File: src/rtl/ifetch_unit.sv
`default_nettype none
// ============================================================================
// Module   : ifetch_unit
// Brief    : Instruction fetch initiator. Issues registered imem reads,
//            absorbs the one-cycle imem read latency, buffers up to two
//            instructions for decode (valid/ready), and handles redirects
//            and misaligned-target faults.
// Options  : IFETCH_PERF_EN enables the perf_fetched / perf_stall counters
//            (ports always exist, tied to zero when disabled).
// Revision : 1.0 - initial release
// ============================================================================
module ifetch_unit #(
  parameter int          WIDTH    = 32,
  parameter logic [31:0] RESET_PC = 32'h0000_0000
) (
  input  logic             clk,
  input  logic             rst,
  output logic             imem_rd_en,
  output logic [31:0]      imem_pc,
  input  logic [WIDTH-1:0] imem_instr,
  input  logic             redirect_valid,
  input  logic [31:0]      redirect_pc,
  output logic             instr_valid,
  input  logic             instr_ready,
  output logic [WIDTH-1:0] instr,
  output logic [31:0]      instr_pc,
  output logic             fetch_fault,
  output logic [31:0]      fault_pc,
  output logic [31:0]      perf_fetched,
  output logic [31:0]      perf_stall
);

  typedef enum logic [0:0] {RUN = 1'b0, FAULT = 1'b1} state_t;

  state_t           state_q, state_d;
  logic [31:0]      fetch_pc_q, fetch_pc_d;
  logic             rd_en_q, rd_en_d;
  logic [31:0]      imem_pc_q, imem_pc_d;
  logic             resp_valid_q, resp_valid_d;
  logic [31:0]      resp_pc_q, resp_pc_d;
  logic [1:0]       count_q, count_d;
  logic [31:0]      ent_pc_q [0:1];
  logic [31:0]      ent_pc_d [0:1];
  logic [WIDTH-1:0] ent_instr_q [0:1];
  logic [WIDTH-1:0] ent_instr_d [0:1];
  logic [31:0]      fault_pc_q, fault_pc_d;

  logic             resp_in;
  logic             head_valid;
  logic             fire;
  logic [1:0]       occ_next;
  logic             issue_ok;

  // Output mux: the FIFO head, or the returning response bypassed straight
  // to decode when the FIFO is empty (this gives one-per-cycle throughput).
  // A response arriving alongside a redirect is never presented.
  always_comb begin
    resp_in     = resp_valid_q & ~redirect_valid;
    head_valid  = (count_q != 2'd0);
    instr_valid = head_valid | resp_in;
    if (head_valid || !resp_valid_q) begin
      instr    = ent_instr_q[0];
      instr_pc = ent_pc_q[0];
    end else begin
      instr    = imem_instr;
      instr_pc = resp_pc_q;
    end
    fire = instr_valid & instr_ready;
  end

  // Next-state: FIFO update, issue decision, redirect and fault handling.
  always_comb begin
    state_d        = state_q;
    fetch_pc_d     = fetch_pc_q;
    rd_en_d        = 1'b0;
    imem_pc_d      = imem_pc_q;
    resp_valid_d   = rd_en_q;
    resp_pc_d      = imem_pc_q;
    count_d        = count_q;
    ent_pc_d[0]    = ent_pc_q[0];
    ent_pc_d[1]    = ent_pc_q[1];
    ent_instr_d[0] = ent_instr_q[0];
    ent_instr_d[1] = ent_instr_q[1];
    fault_pc_d     = fault_pc_q;

    // Shift-register FIFO: entry 0 is always the head.
    case (count_q)
      2'd0: begin
        if (resp_in && !fire) begin
          ent_pc_d[0] = resp_pc_q; ent_instr_d[0] = imem_instr; count_d = 2'd1;
        end
      end
      2'd1: begin
        if (fire) begin
          if (resp_in) begin
            ent_pc_d[0] = resp_pc_q; ent_instr_d[0] = imem_instr;
          end else begin
            count_d = 2'd0;
          end
        end else if (resp_in) begin
          ent_pc_d[1] = resp_pc_q; ent_instr_d[1] = imem_instr; count_d = 2'd2;
        end
      end
      default: begin
        if (fire) begin
          ent_pc_d[0] = ent_pc_q[1]; ent_instr_d[0] = ent_instr_q[1];
          if (resp_in) begin
            ent_pc_d[1] = resp_pc_q; ent_instr_d[1] = imem_instr;
          end else begin
            count_d = 2'd1;
          end
        end
      end
    endcase

    // Slots committed after this edge: buffered entries plus the request
    // currently at imem; a new request is allowed only if one slot remains.
    occ_next = count_q + {1'b0, resp_in} - {1'b0, fire};
    issue_ok = ({1'b0, occ_next} + {2'b00, rd_en_q}) < 3'd2;

    if (redirect_valid) begin
      count_d      = 2'd0;
      resp_valid_d = 1'b0;
      if (redirect_pc[1:0] == 2'b00) begin
        state_d    = RUN;
        rd_en_d    = 1'b1;
        imem_pc_d  = redirect_pc;
        fetch_pc_d = redirect_pc + 32'd4;
      end else begin
        state_d    = FAULT;
        fault_pc_d = redirect_pc;
      end
    end else if (state_q == RUN && issue_ok) begin
      rd_en_d    = 1'b1;
      imem_pc_d  = fetch_pc_q;
      fetch_pc_d = fetch_pc_q + 32'd4;
    end
  end

  // State registers with synchronous active-low reset.
  always_ff @(posedge clk) begin
    if (!rst) begin
      state_q        <= RUN;
      fetch_pc_q     <= RESET_PC;
      rd_en_q        <= 1'b0;
      imem_pc_q      <= RESET_PC;
      resp_valid_q   <= 1'b0;
      resp_pc_q      <= 32'h0;
      count_q        <= 2'd0;
      ent_pc_q[0]    <= 32'h0;
      ent_pc_q[1]    <= 32'h0;
      ent_instr_q[0] <= '0;
      ent_instr_q[1] <= '0;
      fault_pc_q     <= 32'h0;
    end else begin
      state_q        <= state_d;
      fetch_pc_q     <= fetch_pc_d;
      rd_en_q        <= rd_en_d;
      imem_pc_q      <= imem_pc_d;
      resp_valid_q   <= resp_valid_d;
      resp_pc_q      <= resp_pc_d;
      count_q        <= count_d;
      ent_pc_q[0]    <= ent_pc_d[0];
      ent_pc_q[1]    <= ent_pc_d[1];
      ent_instr_q[0] <= ent_instr_d[0];
      ent_instr_q[1] <= ent_instr_d[1];
      fault_pc_q     <= fault_pc_d;
    end
  end

  assign imem_rd_en  = rd_en_q;
  assign imem_pc     = imem_pc_q;
  assign fetch_fault = (state_q == FAULT);
  assign fault_pc    = fault_pc_q;

`ifdef IFETCH_PERF_EN
  logic [31:0] perf_fetched_q, perf_fetched_d;
  logic [31:0] perf_stall_q, perf_stall_d;

  // Count decode pops and decode-stalled cycles; both wrap naturally.
  always_comb begin
    perf_fetched_d = perf_fetched_q + {31'd0, fire};
    perf_stall_d   = perf_stall_q + {31'd0, instr_valid & ~instr_ready};
  end

  // Counter registers, zeroed on reset.
  always_ff @(posedge clk) begin
    if (!rst) begin
      perf_fetched_q <= 32'h0;
      perf_stall_q   <= 32'h0;
    end else begin
      perf_fetched_q <= perf_fetched_d;
      perf_stall_q   <= perf_stall_d;
    end
  end

  assign perf_fetched = perf_fetched_q;
  assign perf_stall   = perf_stall_q;
`else
  assign perf_fetched = 32'h0;
  assign perf_stall   = 32'h0;
`endif

endmodule
`default_nettype wire

File: config.mk
export PLATFORM = sky130hd
export DESIGN_NAME = ifetch_unit
export DESIGN_NICKNAME = d
export VERILOG_FILES = /design/src/rtl/ifetch_unit.sv
export SDC_FILE = /design/constraint.sdc
export NUM_CORES = 1
export LEC_CHECK = 0
export ABC_AREA = 1
export ABC_CLOCK_PERIOD_IN_PS = 4500
export CAP_MARGIN = 15
export CELL_PAD_IN_SITES_DETAIL_PLACEMENT = 1
export CELL_PAD_IN_SITES_GLOBAL_PLACEMENT = 1
export CORE_UTILIZATION = 49
export CTS_CLUSTER_DIAMETER = 120
export DETAILED_ROUTE_END_ITERATION = 6
export DONT_BUFFER_PORTS = 1
export PLACE_DENSITY = 0.9
export SETUP_SLACK_MARGIN = 0.5
export SYNTH_ARGS = -nofsm -noshare
export SYNTH_HDL_FRONTEND = slang
export SYNTH_SLANG_ARGS = --single-unit
File: constraint.sdc
create_clock -name clk -period 4.5 [get_ports clk]
set_clock_uncertainty 0.15 [all_clocks]
set_input_delay 0.9 -clock clk [delete_from_list [all_inputs] [get_ports clk]]
set_output_delay 0.9 -clock clk [all_outputs]
set_load 0.01 [all_outputs]
## Word level (Yosys, flattened, before mapping)

Memories as Yosys holds them, arrays and structs flattened.
Index checks and enable logic that the tools add are counted.

- ROM bits: 0
- Logic and storage cells: 88
- Memories kept: 2
- Output and inout bits: 195
- Input port bits: 68
- Memory bits (writable): 128
- Latch bits: 0
- Bits in registers: 133

Memories:

| name | depth | width | rd ports | clocked after Yosys merged registers in | wr ports | line | text |
|---|---|---|---|---|---|---|---|
| ent_instr_q | 2 | 32 | 2 | 0 | 2 | 44 | `logic [WIDTH-1:0] ent_instr_q [0:1];` |
| ent_pc_q | 2 | 32 | 2 | 0 | 2 | 42 | `logic [31:0] ent_pc_q [0:1];` |

- $mul: 0
- Equality and inequality tests: 6
- Multiplexer cells: 41
- $add $sub $neg: 5
- Shift operators: 0
- Order comparisons: 1
- Reduce and logical (&&, ||, !) cells: 14
- Bitwise logic cells: 11
- Div/mod/pow operators: 0

Operator list:

| kind | count |
|---|---|
| 32-bit two-way mux | 22 |
| 32-bit one-hot mux with 2 select lines | 4 |
| 64-bit two-way mux | 2 |
| 32-bit by 3-bit adder with 32-bit output, second input constant | 2 |
| 2-bit two-way mux | 6 |
| 1-bit two-way mux | 6 |
| 3-bit inequality test, second input constant | 2 |
| 1-bit OR | 5 |
| 5-bit AND reduction | 1 |
| 2-bit zero test | 2 |
| 1-bit inverter | 4 |
| 2-bit one-hot mux with 2 select lines | 1 |
| 2-bit AND reduction | 2 |
| 2-bit nonzero test | 2 |
| 2-bit by 1-bit adder with 3-bit output | 1 |
| 3-bit by 2-bit less-than comparator with 1-bit output, second input constant | 1 |
| 3-bit by 2-bit inequality test with 1-bit output, second input constant | 1 |
| 3-bit nonzero test | 1 |
| 2-bit by 1-bit adder with 2-bit output | 1 |
| 1-bit AND | 2 |
| 2-bit by 1-bit == test with 1-bit output, second input constant | 1 |
| 1-bit logical AND | 2 |
| 1-bit zero test | 2 |
| 2-bit by 1-bit inequality test with 1-bit output, second input constant | 1 |
| other kinds (4) | 4 |

## Longest topological paths before layout

Gate-level depths: netlist of run 1.

- Depth in word-level cells: 10
- Mapped depth: 18
- Mapped depth without buffers: 16

## Worst setup path before layout of run 1

Ideal clock, no wire load.

- Path kind: input -> register
- From: in redirect_valid
- To: reg fetch_pc_q[19]
- Stages on the path: 17
- Slack: 1.594 ns
- Buffers on the path: 2
- Data arrival time: 2.638 ns
- Required time: 4.232 ns
- Library setup time: 0.118 ns
- Cell sequence: buf_6 inv_12 nand2_8 nand2_2 nand2_1 ha_1 inv_1 ha_1 nand2_1 nand3_1 inv_1 nand3_2 nand2_4 inv_2 buf_4 nor3_1 nor2_1

- Longest elaborated chain between the ends: 10
- Elaborated cells between the ends (all ways): 13
- Classes of those cells: add/sub: 3; order compare: 1; eq/ne: 1; mux: 1; bitwise: 4; reduce/logical: 3

Ends and longest elaborated chain:

| element | line | text |
|---|---|---|
| start, declared | 21 | `input logic redirect_valid,` |
| 1-bit inverter | 58 | `resp_in = resp_valid_q & ~redirect_valid;` |
| 1-bit AND | 58 |  |
| 1-bit OR | 60 | `instr_valid = head_valid \| resp_in;` |
| via instr_valid | 23 | `output logic instr_valid,` |
| 1-bit AND | 68 | `fire = instr_valid & instr_ready;` |
| 2-bit by 1-bit subtractor with 2-bit output | 118 | `occ_next = count_q + {1'b0, resp_in} - {1'b0, fire};` |
| 2-bit by 1-bit adder with 3-bit output | 119 | `issue_ok = ({1'b0, occ_next} + {2'b00, rd_en_q}) < 3'd2;` |
| 3-bit by 2-bit less-than comparator with 1-bit output | 119 |  |
| 1-bit logical AND | 133 | `end else if (state_q == RUN && issue_ok) begin` |
| 2-bit nonzero test (no source line) | n/a |  |
| 2-bit AND reduction (no source line) | n/a |  |
| end signal, assigned | 157 | `fetch_pc_q <= fetch_pc_d;` |
| end, declared | 36 | `logic [31:0] fetch_pc_q, fetch_pc_d;` |

The timed path passes the listed nets, and every way through them passes these cells.
A chain may end at the register's enable or synchronous reset.

## Final worst setup path of run 1

- From: reg count_q[0]
- To: out instr[9]

- Longest elaborated chain between the ends: 3

Ends and longest elaborated chain:

| element | line | text |
|---|---|---|
| start, declared | 41 | `logic [1:0] count_q, count_d;` |
| start signal, assigned | 162 | `count_q <= count_d;` |
| 2-bit nonzero test | 59 | `head_valid = (count_q != 2'd0);` |
| 1-bit logical OR | 61 | `if (head_valid \|\| !resp_valid_q) begin` |
| 32-bit two-way mux | 61 |  |
| end, declared | 25 | `output logic [WIDTH-1:0] instr,` |

No other way between the ends.

==> results of run 1 <==
==> logic make-up after synthesis <==
logic type | Yosys count | share of synthesized area (%)
DFF | 261 | 41.73
AOI/OAI and AO/OA | 538 | 22.87
other | 1 | 0.02995
and+or+nand+nor | 539 | 18.10
adders and majority gates | 3 | 0.2999
xor gates and xnor gates | 11 | 0.7695
buffers and inverters | 431 | 16.20
==> metrics by stage <==
stage	power, mW	util [%]	cell area (um^2)	std cells
after detailed placement	3.086	48.66	12220	2011
after floorplan	3.030	-	12760	1847
after global routing	5.525	52.37	13150	2064
after global placement	3.059	48.66	12220	2011
final	5.297	52.37	13150	2064
after CTS	5.357	52.26	13120	2063
==> area by class of cell <==
class	count	share of cell area, %
clock inverter	9	0.5709
sequential	261	39.76
timing repair buffer	7	0.7422
inverter	259	7.498
tap	330	3.140
clock buffer	43	6.299
multi-input combinational	1155	41.99
==> flip-flops by register name, summed over array words and instances, names as in the netlist, 2 cells and up <==
name         count
ent_instr_q     64
ent_pc_q        64
fault_pc        32
fetch_pc_q      32
imem_pc         32
resp_pc_q       32
count_q          2
==> path summary, 6_finish.rpt <==
| kind | from | endpoint | slack, ns |
|---|---|---|---|
| hold / removal | fetch_pc_q[1] | fetch_pc_q[1] | 0.29 |
| setup / recovery | count_q[0] | instr[9] | 0.76 |
| hold reg to reg | fetch_pc_q[1] | fetch_pc_q[1] | 0.29 |
| setup reg to reg | count_q[0] | fetch_pc_q[11] | 1.20 |
==> routing by layer <==
layer  track usage (%)  part of all wire, %
met5                 0                    0
met4             7.676                  2.6
met3             3.626                  4.5
met2             44.71                   49
met1             32.26                   44
==> critical path: stages (launching register included) <==
cell and delay, ns:
dfxtp_1 0.36, nor2_1 0.42, nand2_4 0.53, buf_4 0.45, o21ai_0 0.37
==> Yosys cell counts, drive strengths merged <==
library cell  count  share of area [%]
nand2           399                 13
a22oi            29                2.1
o211a             1              0.080
xnor2             1              0.070
o211ai            2               0.12
conb              1              0.030
nor3              5               0.32
o21a              1              0.060
xor2             10               0.70
buf             111                6.5
or2               2               0.10
nand3            42                1.9
nand4             3               0.15
a21oi           180                7.3
dfxtp           261                 42
ha                3               0.30
inv             258                7.8
clkbuf           61                1.8
nor2             88                3.0
clkinv            1              0.030
o21ai           325                 13
==> power by group through the flow <==
stage	registers, mW	clock network, mW	logic, mW
after floorplan	2.56	0	0.470
after global placement	2.59	0	0.466
after detailed placement	2.60	0	0.489
after CTS	2.55	2.31	0.496
after global routing	2.56	2.40	0.563
final	2.55	2.25	0.496
==> flow_metrics.py, run 1 <==
metrics = {
    "drt": {
        "drt-total-wl_mm": 34.21,
        "via_per_inst": 5.315,
        "vias": 10970,
        "first_iter_violations": 664,
        "drtAntennaViolNets": 0,
        "avgRoutedWirePerCell_um": 16.58,
        "drc": 0,
        "dr.pass1.iters": 5,
    },
    "logic_synthesis": {
        "synth.avg_cell_area_um2": 7.018,
        "ys_seq_area_share_pct": 41.73,
        "yosys_warnings": 0,
        "postSynthCellCount": 1784,
        "synthesis.area_um2": 12520,
        "synth_cell_type_count": 40,
        "ys_ff_latch": 261,
    },
    "cells_and_area": {
        "drive_gt1_share_pct": 7.036,
        "regArea_um2": 5229,
        "diodes": 0,
        "fillers": 3324,
        "nets": 1784,
        "area_growth_pct": 5.037,
        "multiInputGateArea_um2": 5522,
        "final_cell_mix": "nand2_1, o21ai_0, dfxtp_1",
        "layout_commonest_cell": "nand2_1",
    },
    "clocking": {
        "cts.sinks": 261,
        "htreeDepth": 1,
        "cts_setup_buffers": 0,
        "clockRootBuffer": "clkbuf_16",
        "hold_buffers": 0,
        "cts_resized": 0,
        "cts_made_buffers": 29,
        "clk_path_buf_depth": 3,
        "path_clk_slew_ns": 0.06,
        "cts_tree": "done",
        "worstSkewPairLatency_ns": 0.53,
    },
    "floorplan": {
        "die_w_um": 161.8,
        "dieArea_um2": 26190,
        "start_util_pct": 49.86,
        "fp.dieH_um": 161.8,
        "core_um2": 25110,
        "ios": 263,
        "row_count": 58,
    },
    "placement": {
        "gp_congestion": 0.9355,
        "hpwl_mm": 22.84,
        "preCtsSetupSlack_ns": 0.7969,
        "port-buffer-count": 0,
    },
    "power": {
        "power.density_nw_per_um2": 402.8,
        "clock_power_share_pct": 42.6,
        "sw_frac_of_total_pct": 26.44,
        "p_sw_mw": 1.400,
        "p_int_mw": 3.896,
        "power_frac_seq_pct": 48.1,
        "ir_drop_mv": 0.2854,
        "leakage_nw": 5.673,
        "comb_power_share_pct": 9.4,
    },
    "setup_path": {
        "crit_fanout": 79,
        "setup.worst_path.start_class": "flip-flop",
        "ff2ff_path_depth": 13,
        "required_ns": 3.45,
        "critPathCaptureType": "primary output",
        "critical_path_class": "flip-flop to primary output",
        "critPathArrivalTime_ns": 2.69,
    },
    "grt": {
        "grt_overflow": 0,
        "grt_start_max_net_pins": 219,
        "grt_pass1_wl_mm": 54.65,
        "antenna_found_initial": 0,
        "grt_pass1_vias": 10650,
        "grt.total_usage_pct": 25.50,
    },
    "sta": {
        "rsz0062_at_grt": "false",
        "maxSlewHeadroom_pct": 36.09,
        "fmax_mhz": 267.2,
        "setup_ws_ns": 0.7581,
        "worst-slew-pin-transition_ns": 0.9550,
        "fin_tns_setup_ns": 0,
        "period_share_pct": 83.15,
        "hold-worst-slack_ns": 0.2883,
        "slew_viol_final": 0,
        "finalSetupViolCount": 0,
        "hold_viol": 0,
        "min_period_ns": 3.742,
    },
    "job": {
        "drv_cap": 0,
    },
    "min_path": {
        "hp-class": "flip-flop to flip-flop",
        "hold_depth": 2,
    },
    "status": {
        "status": "finished clean",
    },
}
No activity file was read; power rests on OpenSTA's default activity.
==> inputs of run 2 (changes only) <==
--- a/config.mk
+++ b/config.mk
@@ -6,15 +6,15 @@
 export NUM_CORES = 1
 export LEC_CHECK = 0
 export ABC_AREA = 1
-export ABC_CLOCK_PERIOD_IN_PS = 4500
+export ABC_CLOCK_PERIOD_IN_PS = 3410
 export CAP_MARGIN = 15
 export CELL_PAD_IN_SITES_DETAIL_PLACEMENT = 1
 export CELL_PAD_IN_SITES_GLOBAL_PLACEMENT = 1
-export CORE_UTILIZATION = 49
+export CORE_UTILIZATION = 41
 export CTS_CLUSTER_DIAMETER = 120
 export DETAILED_ROUTE_END_ITERATION = 6
 export DONT_BUFFER_PORTS = 1
-export PLACE_DENSITY = 0.9
+export PLACE_DENSITY = 0.81
 export SETUP_SLACK_MARGIN = 0.5
 export SYNTH_ARGS = -nofsm -noshare
 export SYNTH_HDL_FRONTEND = slang
==> constraint.sdc (replaced) <==
create_clock -name clk -period 3.41 [get_ports clk]
set_clock_uncertainty 0.15 [all_clocks]
set_input_delay 0.682 -clock clk [delete_from_list [all_inputs] [get_ports clk]]
set_output_delay 0.682 -clock clk [all_outputs]
set_load 0.01 [all_outputs]
==> run 2 against run 1 <==
Global-route usage decreased by 3.7 points. Combinational power increased by 37%. Die area increased by 19%. Sequential share of layout area decreased by 1.4 points. Largest cell class unchanged. Via count decreased by 0.35%. Total power increased by 39%. First-iteration DRC count decreased by 21%. Worst setup slack got worse by 0.17 ns. Utilization decreased by 6.7 points. Count of clock-buffer cells in the layout increased by 4. Register-to-register slack got worse by 0.52 ns. Clock power increased by 47%.
==> flow_metrics.py, run 2 (synthesis results as in run 1) <==
metrics = {
    "clocking": {
        "clockRootBuffer": "clkbuf_16",
        "htreeDepth": 1,
        "clk_path_buf_depth": 3,
        "cts_tree": "done",
        "cts.sinks": 261,
        "worstSkewPairLatency_ns": 0.54,
        "path_clk_slew_ns": 0.06,
        "hold_buffers": 0,
        "cts_made_buffers": 30,
    },
    "cells_and_area": {
        "area_growth_pct": 8.924,
        "nets": 1818,
        "diodes": 0,
        "layout_commonest_cell": "nand2_1",
        "reg_top3": "ent_instr_q: 64 flops, ent_pc_q: 64 flops",
        "fillers": 3821,
        "final_cell_mix": "nand2_1, o21ai_0, dfxtp_1",
        "regArea_um2": 5229,
        "multiInputGateArea_um2": 5538,
        "drive_gt1_share_pct": 8.937,
    },
    "setup_path": {
        "required_ns": 2.58,
        "crit_fanout": 65,
        "setup.worst_path.start_class": "flip-flop",
        "critPathCaptureType": "primary output",
        "critical_path_class": "flip-flop to primary output",
        "critPathArrivalTime_ns": 1.99,
    },
    "drt": {
        "drt-total-wl_mm": 34.45,
        "via_per_inst": 5.066,
        "avgRoutedWirePerCell_um": 15.96,
        "dr.pass1.iters": 5,
        "drc": 0,
        "drtAntennaViolNets": 0,
        "vias": 10930,
        "first_iter_violations": 523,
    },
    "sta": {
        "rsz0062_at_grt": "false",
        "min_period_ns": 2.824,
        "slew_viol_final": 0,
        "hold_viol": 0,
        "setup_ws_ns": 0.5863,
        "fmax_mhz": 354.1,
        "finalSetupViolCount": 0,
        "fin_tns_setup_ns": 0,
        "period_share_pct": 82.81,
        "worst-slew-pin-transition_ns": 0.8067,
        "maxSlewHeadroom_pct": 46.14,
    },
    "status": {
        "status": "finished clean",
    },
    "power": {
        "clock_power_share_pct": 45.0,
        "comb_power_share_pct": 9.3,
        "sw_frac_of_total_pct": 25.59,
        "p_int_mw": 5.474,
        "ir_drop_mv": 0.3726,
        "power_frac_seq_pct": 45.7,
        "power.density_nw_per_um2": 539.4,
        "leakage_nw": 5.928,
        "p_sw_mw": 1.882,
    },
    "grt": {
        "grt.total_usage_pct": 21.78,
        "grt_pass1_vias": 10850,
        "antenna_found_initial": 0,
        "grt_start_max_net_pins": 219,
        "grt_pass1_wl_mm": 55.54,
        "grt_overflow": 0,
    },
    "placement": {
        "port-buffer-count": 0,
        "gp_congestion": 0.8658,
        "preCtsSetupSlack_ns": 0.4411,
        "hpwl_mm": 23.66,
    },
    "floorplan": {
        "die_w_um": 176.7,
        "fp.dieH_um": 176.7,
        "dieArea_um2": 31240,
        "start_util_pct": 41.91,
        "core_um2": 29870,
        "ios": 263,
        "row_count": 63,
    },
    "min_path": {
        "hp-class": "input pin to flip-flop",
    },
    "job": {
        "drv_cap": 0,
    },
}
==> run 2: metrics by stage <==
step / hold WS [ns] / instance area (um^2) / util (%) / total power [mW] / cells
5_1_grt: 0.1407 / 13640 / 45.65 / 7.678 / 2158
3_3_place_gp: 0.2648 / 12580 / 42.11 / 4.077 / 2104
6_report: 0.1329 / 13640 / 45.65 / 7.356 / 2158
3_5_place_dp: 0.2698 / 12580 / 42.11 / 4.108 / 2104
4_1_cts: 0.1169 / 13630 / 45.62 / 7.452 / 2158
2_1_floorplan: 0.2584 / 12760 / - / 3.999 / 1847
==> run 2: power groups by stage <==
stage | Combinational [mW] | Clock [mW] | Sequential, mW
2_1_floorplan | 0.621 | 0 | 3.38
6_report | 0.682 | 3.31 | 3.36
3_3_place_gp | 0.651 | 0 | 3.43
5_1_grt | 0.785 | 3.52 | 3.38
4_1_cts | 0.685 | 3.40 | 3.36
3_5_place_dp | 0.678 | 0 | 3.43
==> run 2: cell type report <==
type	instances	area share [%]
sequential	261	38.34
timing repair buffer	40	2.716
clock buffer	47	6.716
clock inverter	6	0.8074
inverter	259	7.230
tap	390	3.578
multi-input combinational	1155	40.61
==> run 2: path summary, 6_finish.rpt <==
check / start / to / slack [ns] / depth (start not counted)
worst max-delay path: resp_valid_q / instr_pc[2] / 0.59 / 3
worst min-delay path: rst / ent_instr_q[0][45] / 0.13 / 2
worst max register to register: count_q[0] / imem_pc[19] / 0.68 / 14
worst min register to register: fetch_pc_q[1] / fetch_pc_q[1] / 0.28 / 2
==> run 2: critical path, cell delays in order, from the launching register on <==
cell	delay [ns]
dfxtp_1	0.55
nand2_8	0.21
buf_12	0.24
o21ai_0	0.42
==> run 2: routing by layer <==
layer,GRT usage (%),wire (um),vias to the layer above
met4,6.681,884,0
met3,3.114,1447,63
met2,37.71,16550,233
met5,0,0,-
li1,-,-,5473
met1,27.81,15570,5164
==> run 2: repair_timing <==
item                       4_1_cts  5_1_grt
setup endpoints to repair       64       13
setup buffers                    1        0
pin swaps                        1        0
gates resized for setup          4        2
gates cloned                     0        0
==> inputs of run 3 (changes only) <==
--- a/config.mk
+++ b/config.mk
@@ -6,7 +6,7 @@
 export NUM_CORES = 1
 export LEC_CHECK = 0
 export ABC_AREA = 1
-export ABC_CLOCK_PERIOD_IN_PS = 3410
+export ABC_CLOCK_PERIOD_IN_PS = 2550
 export CAP_MARGIN = 15
 export CELL_PAD_IN_SITES_DETAIL_PLACEMENT = 1
 export CELL_PAD_IN_SITES_GLOBAL_PLACEMENT = 1
==> constraint.sdc (replaced) <==
create_clock -name clk -period 2.55 [get_ports clk]
set_clock_uncertainty 0.15 [all_clocks]
set_input_delay 0.51 -clock clk [delete_from_list [all_inputs] [get_ports clk]]
set_output_delay 0.51 -clock clk [all_outputs]
set_load 0.01 [all_outputs]
==> run 3 against run 2 <==
The flow now finishes with violations (hold timing, setup timing). Sequential cell count stayed put. Total power is 41% higher. Combinational power is 120% higher. Via count is 13% higher. Die area stayed put. Critical path type is now flip-flop to flip-flop. Critical endpoint is now imem_pc[27]. Highest routed layer unchanged.
==> flow_metrics.py, run 3 (synthesis results as in run 1) <==
metrics = {
    "clocking": {
        "htreeDepth": 1,
        "clk_path_buf_depth": 3,
        "worstSkewPairLatency_ns": 0.55,
        "cts.sinks": 261,
        "cts_made_buffers": 29,
        "path_clk_slew_ns": 0.07,
        "cts_tree": "done",
        "clockRootBuffer": "clkbuf_16",
    },
    "floorplan": {
        "start_util_pct": 41.91,
        "core_um2": 29870,
        "ios": 263,
        "row_count": 63,
        "dieArea_um2": 31240,
        "fp.dieH_um": 176.7,
        "die_w_um": 176.7,
    },
    "setup_path": {
        "slowest_delay_ns": 0.36,
        "required_ns": 2.86,
        "critPathArrivalTime_ns": 2.88,
        "worst-path-buf-inv": 4,
        "cpMaxStageDelayCell": "dfxtp_4",
        "crit_path_cell_trace": "nor2_4, buf_6, buf_6, nand2_4, nand2_4, ha_4, inv_2, ha_4, o211ai_1, nand3_4, nand2_8, nand2_8, buf_16, a22oi_2",
        "critPathCaptureType": "flip-flop",
        "crit_family": "simple AND/OR/NAND/NOR gates",
        "setup.worst_path.start_class": "flip-flop",
        "crit_fanout": 6,
        "critical_path_class": "flip-flop to flip-flop",
    },
    "cells_and_area": {
        "area_growth_pct": 30.92,
        "drive_gt1_share_pct": 20.37,
        "diodes": 0,
        "final_area_um2": 16390,
        "reg_top3": "ent_instr_q: 64 flops, ent_pc_q: 64 flops",
        "nets": 1983,
        "layoutNonFillerInstCount": 2324,
        "layout_commonest_cell": "nand2_1",
        "final_cell_mix": "nand2_1, dfxtp_1, inv_1",
    },
    "drt": {
        "drt-total-wl_mm": 46.62,
        "via_per_inst": 5.309,
        "route.met2.wl_mm": 23.73,
        "first_iter_violations": 581,
        "routed-wl-met3_mm": 2.495,
        "drc": 0,
        "vias": 12340,
        "avgRoutedWirePerCell_um": 20.06,
        "top_layer": "met4",
        "drt-met1-wl_mm": 18.53,
        "dr.pass1.iters": 5,
        "drtAntennaViolNets": 0,
    },
    "placement": {
        "dp_cells": 2157,
        "dpl-instance-area_um2": 13100,
        "gp_congestion": 0.9177,
        "hpwl_mm": 25.24,
        "port-buffer-count": 0,
        "preCtsSetupSlack_ns": -0.02560,
    },
    "sta": {
        "slew_viol_final": 0,
        "finalSetupViolCount": 5,
        "hold_viol": 5,
        "period_share_pct": 100.8,
        "fmax_mhz": 389.2,
        "min_period_ns": 2.569,
        "rsz0062_at_grt": "true",
        "worst-slew-pin-transition_ns": 0.6077,
        "hold-worst-slack_ns": -0.01874,
        "maxSlewHeadroom_pct": 59.06,
        "setup_ws_ns": -0.01944,
    },
    "job": {
        "drv_cap": 0,
    },
    "status": {
        "status": "finished with violations",
        "violations": "hold timing, setup timing",
    },
    "grt": {
        "grt_overflow": 0,
        "grt_pass1_wl_mm": 65.37,
        "antenna_found_initial": 0,
        "grt.total_usage_pct": 26.26,
        "grt_pass1_vias": 12070,
        "grt_start_max_net_pins": 219,
    },
    "power": {
        "power.density_nw_per_um2": 634.1,
        "leakage_nw": 7.081,
        "ir_drop_mv": 0.5188,
    },
    "min_path": {
        "hp-class": "input pin to flip-flop",
    },
}
## run 3: cell count changes in the layout (fill, tap and decap cells not counted), sizes merged
cell,previous run,this run
dlygate4sd3,0,61
nand2,399,404
clkbuf,47,45
buf,40,134
clkinv,4,8
clkinvlp,0,4
## run 3: cell type report
cell class | instances | area [um^2]
tap | 390 | 488.0
fill | 3669 | 13480
multi-input combinational | 1160 | 6290
sequential | 261 | 5234
inverter | 259 | 993.5
clock inverter | 14 | 162.7
timing repair buffer | 201 | 2390
clock buffer | 39 | 833.3
## run 3: metrics by stage
stage	utilization (%)	TNS, ns	hold WS [ns]	power (mW)
after floorplan	-	0	0.2584	5.368
after global placement	43.84	0	0.2706	5.532
after detailed placement	43.84	-0.03172	0.2703	5.582
after CTS	52.02	0	-0.05405	10.25
after global routing	54.86	-0.9562	-0.02447	10.75
final	54.86	-0.04918	-0.01874	10.39
## run 3: path summary, 6_finish.rpt
path / slack, ns / depth (start not counted) / startpoint / endpoint
worst max-delay path: -0.02 / 14 / count_q[1] / imem_pc[27]
worst min-delay path: -0.02 / 2 / rst / ent_pc_q[0][6]
worst min register to register: 0.29 / 2 / ent_pc_q[0][3] / ent_pc_q[0][3]
worst max register to register: -0.02 / 14 / count_q[1] / imem_pc[27]
## run 3: power breakdown
group | total, mW | internal [mW] | switching (mW)
logic | 1.49 | 0.602 | 0.887
registers | 4.51 | 4.29 | 0.217
clock network | 4.39 | 2.60 | 1.80
## run 3: per-layer routing
metal  up-vias  track usage [%]
li1       5822                -
met1      5999            31.36
met2       391            46.65
met3       127            4.016
met4         0            10.81
met5         -                0
## run 3: what timing repair did
item,in CTS,in global routing
hold buffers,58,4
endpoints found under the setup margin,192,249
pin swaps,15,15
gates resized for setup,125,160
endpoints found under the hold margin,166,81
gates cloned,17,8
buffers inserted,16,10
